**src/rtl/regfile_wb_arbiter.sv**
```systemverilog
// Round-robin arbiter for the single register-file write port, shared by the
// ALU writeback path (req0) and the load path (req1). Write port is registered.
module regfile_wb_arbiter #(
  parameter int DATA_W    = 32,
  parameter int ADDR_W    = 5,
  parameter bit ZERO_DROP = 1'b1,
  parameter int CNT_W     = 16
) (
  input  logic              clk,
  input  logic              rst_n,
  input  logic              stall,
  input  logic              req0_valid,
  output logic              req0_ready,
  input  logic [ADDR_W-1:0] req0_addr,
  input  logic [DATA_W-1:0] req0_data,
  input  logic              req1_valid,
  output logic              req1_ready,
  input  logic [ADDR_W-1:0] req1_addr,
  input  logic [DATA_W-1:0] req1_data,
  output logic              wr_sel,
  output logic              wr_en,
  output logic [ADDR_W-1:0] wr_addr,
  output logic [DATA_W-1:0] wr_data,
  output logic [CNT_W-1:0]  conflict_cnt
);

  localparam logic [CNT_W-1:0] CNT_MAX = '1;

  // prio names the requester that wins when both are valid.
  logic              prio;
  logic              grant0;
  logic              grant1;
  logic              xfer;
  logic              xfer_sel;
  logic [ADDR_W-1:0] xfer_addr;
  logic [DATA_W-1:0] xfer_data;
  logic              conflict;

  // NOTE: every signal driven here gets a default first, so no path through
  // the block leaves it unassigned and no latch is inferred.
  always_comb begin
    grant0    = 1'b0;
    grant1    = 1'b0;
    xfer_sel  = 1'b0;
    xfer_addr = req0_addr;
    xfer_data = req0_data;
    if (!stall) begin
      if (req0_valid && req1_valid) begin
        grant0 = (prio == 1'b0);
        grant1 = (prio == 1'b1);
      end else begin
        grant0 = req0_valid;
        grant1 = req1_valid;
      end
    end
    if (grant1) begin
      xfer_sel  = 1'b1;
      xfer_addr = req1_addr;
      xfer_data = req1_data;
    end
  end

  assign req0_ready = grant0;
  assign req1_ready = grant1;
  assign xfer       = grant0 | grant1;
  assign conflict   = req0_valid & req1_valid & ~stall;

  // NOTE: sequential state uses non-blocking assignments so every register
  // samples pre-edge values, independent of statement order.
  always_ff @(posedge clk or negedge rst_n) begin
    if (!rst_n) begin
      prio <= 1'b0;
    end else if (xfer) begin
      prio <= ~xfer_sel;
    end
  end

  // Register-0 writes still move the datapath; only the enable is suppressed.
  always_ff @(posedge clk or negedge rst_n) begin
    if (!rst_n) begin
      wr_en   <= 1'b0;
      wr_sel  <= 1'b0;
      wr_addr <= '0;
      wr_data <= '0;
    end else begin
      wr_en <= 1'b0;
      if (xfer) begin
        wr_sel  <= xfer_sel;
        wr_addr <= xfer_addr;
        wr_data <= xfer_data;
        wr_en   <= !(ZERO_DROP && (xfer_addr == '0));
      end
    end
  end

  always_ff @(posedge clk or negedge rst_n) begin
    if (!rst_n) begin
      conflict_cnt <= '0;
    end else if (conflict && (conflict_cnt != CNT_MAX)) begin
      conflict_cnt <= conflict_cnt + 1'b1;
    end
  end

endmodule

```
**config.mk**
```make
export PLATFORM = sky130hd
export DESIGN_NAME = regfile_wb_arbiter
export DESIGN_NICKNAME = d
export VERILOG_FILES = /design/src/rtl/regfile_wb_arbiter.sv
export SDC_FILE = /design/constraint.sdc
export NUM_CORES = 1
export LEC_CHECK = 0
export BUFFER_PORTS_ARGS = -buffer_cell sky130_fd_sc_hd__buf_4
export CAP_MARGIN = 5
export CORE_ASPECT_RATIO = 1.1
export CORE_MARGIN = 2
export CORE_UTILIZATION = 44
export CTS_CLUSTER_DIAMETER = 60
export DETAILED_ROUTE_END_ITERATION = 12
export GPL_ROUTABILITY_DRIVEN = 0
export PLACE_DENSITY = 0.9
export SYNTH_ARGS = -nofsm -noshare
export SYNTH_HDL_FRONTEND = slang
export SYNTH_SLANG_ARGS = --single-unit
```
**constraint.sdc**
```tcl
create_clock -name clk -period 2.55 [get_ports clk]
set_clock_uncertainty 0.2 [all_clocks]
set_input_delay 0.765 -clock clk [delete_from_list [all_inputs] [get_ports clk]]
set_output_delay 0.765 -clock clk [all_outputs]
set_load 0.02 [all_outputs]
```
# == Word-level counts from Yosys, hierarchy flattened ==
# Cells that the tools add are included.
# word_totals
ff_bits,56
in_bits,79
word_cells,26
out_inout_bits,57
# classes
n_bitwise,6
n_eq_ne,1
n_reduce_logical,4
mux,8
n_addsub,1
# op_table
cell,count
$mux W32,1
$add A16 B1 Y16 const B,1
$ne A16 B16 Y1 const B,1
$mux W1,6
$logic_not A5 Y1,1
$mux W5,1
$not A1 Y1,3
$and A1 B1 Y1,2
$logic_and A1 B1 Y1,2
$logic_not A1 Y1,1
$or A1 B1 Y1,1

# == Longest topological paths before layout ==
# depth
word_depth,7
depth_mapped,5
ltp_nobuf,5

# == Worst setup path after synthesis ==
# OpenSTA, ideal clock, no wires.
# synth_path
path_type,input -> output
startpoint,input port stall
endpoint,output port req0_ready
n_path_buf,1
arrival_ps,1622
path_slack_ps,-37
stages,3
t_required_ps,1585
cell_sequence,nand2b_1 -> a21oi_1 -> clkbuf_1
# synth_between
elab_chain_cells,1
# synth_lines
item,line_no,text
from (decl),11,"input logic stall,"
$mux W1,47,if (!stall) begin
to (decl),13,"output logic req0_ready,"
# Every way passes these cells.

# == Worst setup path after layout ==
# layout_path
startpoint,input port stall
endpoint,output port req1_ready
# layout_between
elab_chain_cells,1
# layout_lines
item,line_no,text
$mux W1,47,
to (decl),17,"output logic req1_ready,"
# Every way passes these cells.

==> out/summary.txt <==
Grt ovf - 0
IO Pins - 136
Final Hold Vio Count - 0
Htree depth - 2
Worst-path clk slew - 90 ps
Hold/Removal Path Class - in2async
Cell family contributing the most delay on the critical path - buffers and inverters
Mapped Nets - 304
DRT Pass-1 Iters - 6
Synth top area share - 56.5%
Root Driver - clkbuf_8
Post-CTS Setup Bufs - 0
Power per Cell Area - 675 nW/um^2
DR iter-0 viols - 186
Number of remaining DRC errors - 0
Multi-input gate area - 907 sq um
Largest net degree at the start of global routing - 57
CP arrival - 1360 ps
Top-count cell post-synth - dfrtp_1
Cell Area, Synth - 2480 sq um
Cell variety after synth - 36
Fillers - 453
Area added between synthesis and finish - 48.7%
Synthesized area per cell - 11.1 sq um
CTS Buffer Depth - 2
Ant. Diodes - 0
Max_cap viols - 0
Placed Area - 3600 sq um
Global-route wire length before repair - 10,700 microns
Prevailing post-synth register cell - dfrtp_1
Final setup viols - 0
Critical path fanouts, max - 5
Critical Path Source Type - input pin
Worst setup path class - in2out
Most used cell, CP - buf_4
HPWL Detailed - 5080 microns
Die ar. - 6250 sq um
Core ar. - 5400 sq um
Input/output buffers - 135
Post-synth ARST share - 100%
Register area share after synthesis - 56.5%
Worst IR Drop VDD - 0.398 mV
CP required - 1590 ps
Worst Path Buf+Inv - 2
Storage cell area - 1400 sq um
Nets - 439
Final instance area - 3690 sq um
Leading area contributor after synthesis - dfrtp_1
CTS Sinks - 56
Cts bufs inserted - 5
Synth Register Bits - 56
Synth cell count leaders - dfrtp_1, inv_1, a222oi_1, nand2_1, clkbuf_1
# resized after CTS - 0
Final wirelength - 7050 microns
Leak - 1.98 nW
Final setup TNS - 0 ps
Slew margin rel. - 53.1%
DR vias - 2,370
Die X - 75.6 microns
Worst-skew pair later-pin latency - 310 ps
Antenna viol nets, final - 0
Hold buffers post-CTS - 0
TritonCTS clock tree - built
Tcrit/Tclk final - 91.3%
Final max-slew violation count - 0
EDFF count, synth - 0
Die Y - 82.7 microns
Fmax - 429 MHz
CP max stage cell - nand2b_1
Post-route insts no fill - 435
Mapped Cells - 224
Dpl cells - 427
CP peak stage delay - 180 ps
Wire per inst - 16.2 microns
Worst-Margin Slew - 704 ps
RSZ-0062 raised after global routing - no
Total Power - 2.49 mW
Vias in the first global route - 2,336
Tmin final - 2330 ps
Initial antenna violation count - 0
Synth top area cells - dfrtp_1, a222oi_1, inv_1
FP Rows - 28
Layout cell share with drive strength beyond 1 - 43.1%
CP cell instances - buf_4 -> nand2b_1 -> a21oi_4 -> buf_4
Outcome - completed
Worst Setup End Kind - primary output
Gr usage total - 22.3%
Syn. warnings - 0
Initial core utilization - 46.0%
Vias per cell - 5.45
## final timing paths
path	endpoint	startpoint	slack [ps]	cells past startpoint
min in group clk	wr_addr[3]	wr_addr[3]	290	2
max in group asynchronous	wr_en	rst_n	1390	1
min	wr_data[30]	rst_n	290	1
min reg2reg	wr_addr[3]	wr_addr[3]	290	2
max	req1_ready	stall	220	4
max reg2reg	conflict_cnt[1]	conflict_cnt[0]	640	5
## metrics by stage
step                      worst slack, ps  hold slack (ps)  util (%)
after floorplan                      42.5              269         -
after global placement                212              264      66.7
after detailed placement              215              271      66.7
after CTS                             213              293      68.4
after global routing                  177              331      68.4
final                                 221              291      68.4
## power by group
| group | internal [mW] | switching [mW] |
|---|---|---|
| clock network | 0.218 | 0.283 |
| registers | 1.04 | 0.136 |
| logic | 0.380 | 0.437 |
| total | 1.63 | 0.856 |
## worst register-to-register path, delay by kind of cell, from the launching register on
family | cells | cell delay [ps]
AO/OA/AOI/OAI | 1 | 210
adder cells (fa/ha/maj) | 1 | 200
flip-flops | 1 | 460
multiplexers | 1 | 310
AND/OR/NAND/NOR | 2 | 430
## routing by layer
layer	share of wire, %	routed length [microns]	global-route usage [%]
met1	39	2740	28.2
met2	53	3720	37.1
met3	7.1	499	5.22
met4	1.2	82	7.72
met5	0	0	0
## layout by cell type (no fill, tap or decap), types with 2 or more instances in the layout
cell,count
nand2b_1,2
clkbuf_8,6
xnor2_1,2
o31ai_1,2
nor3_1,2
nand4_1,3
a211oi_1,4
mux2i_1,5
nor4_1,2
nor2_1,6
xor2_1,9
and2_1,3
dfrtp_1,56
nand3_1,3
inv_1,38
o21ai_0,7
nand2_1,14
clkinv_2,2
a31oi_1,2
a222oi_1,32
a21oi_1,2
buf_4,140
## registers in the layout, summed over array words and instances, names as in the netlist
name and cells:
wr_addr 5, wr_data 32, conflict_cnt 16, wr_sel 1, prio 1, wr_en 1
## layout make-up
class	instances	share of cell area, %
clock buffers	6	2.24
clock inverters	2	0.271
inverters	38	3.87
multi-input cells	118	24.6
flip-flops and latches	56	38.0
well taps	75	2.54
repair buffers	140	28.5
## cell families (layout without fill, tap and decap cells)
logic type               Yosys count  count (layout)  synth area share, %
flip-flops                        56              56                 56.5
buffers and inverters             50             186                 7.67
AO/OA/AOI/OAI                     56              56                 19.2
XOR/XNOR                          11              11                 3.89
AND/OR/NAND/NOR                   44              44                 9.74
adder cells (fa/ha/maj)            1               1                0.504
multiplexers                       6               6                 2.47
Note: power is estimated with default switching activity, not from simulation.
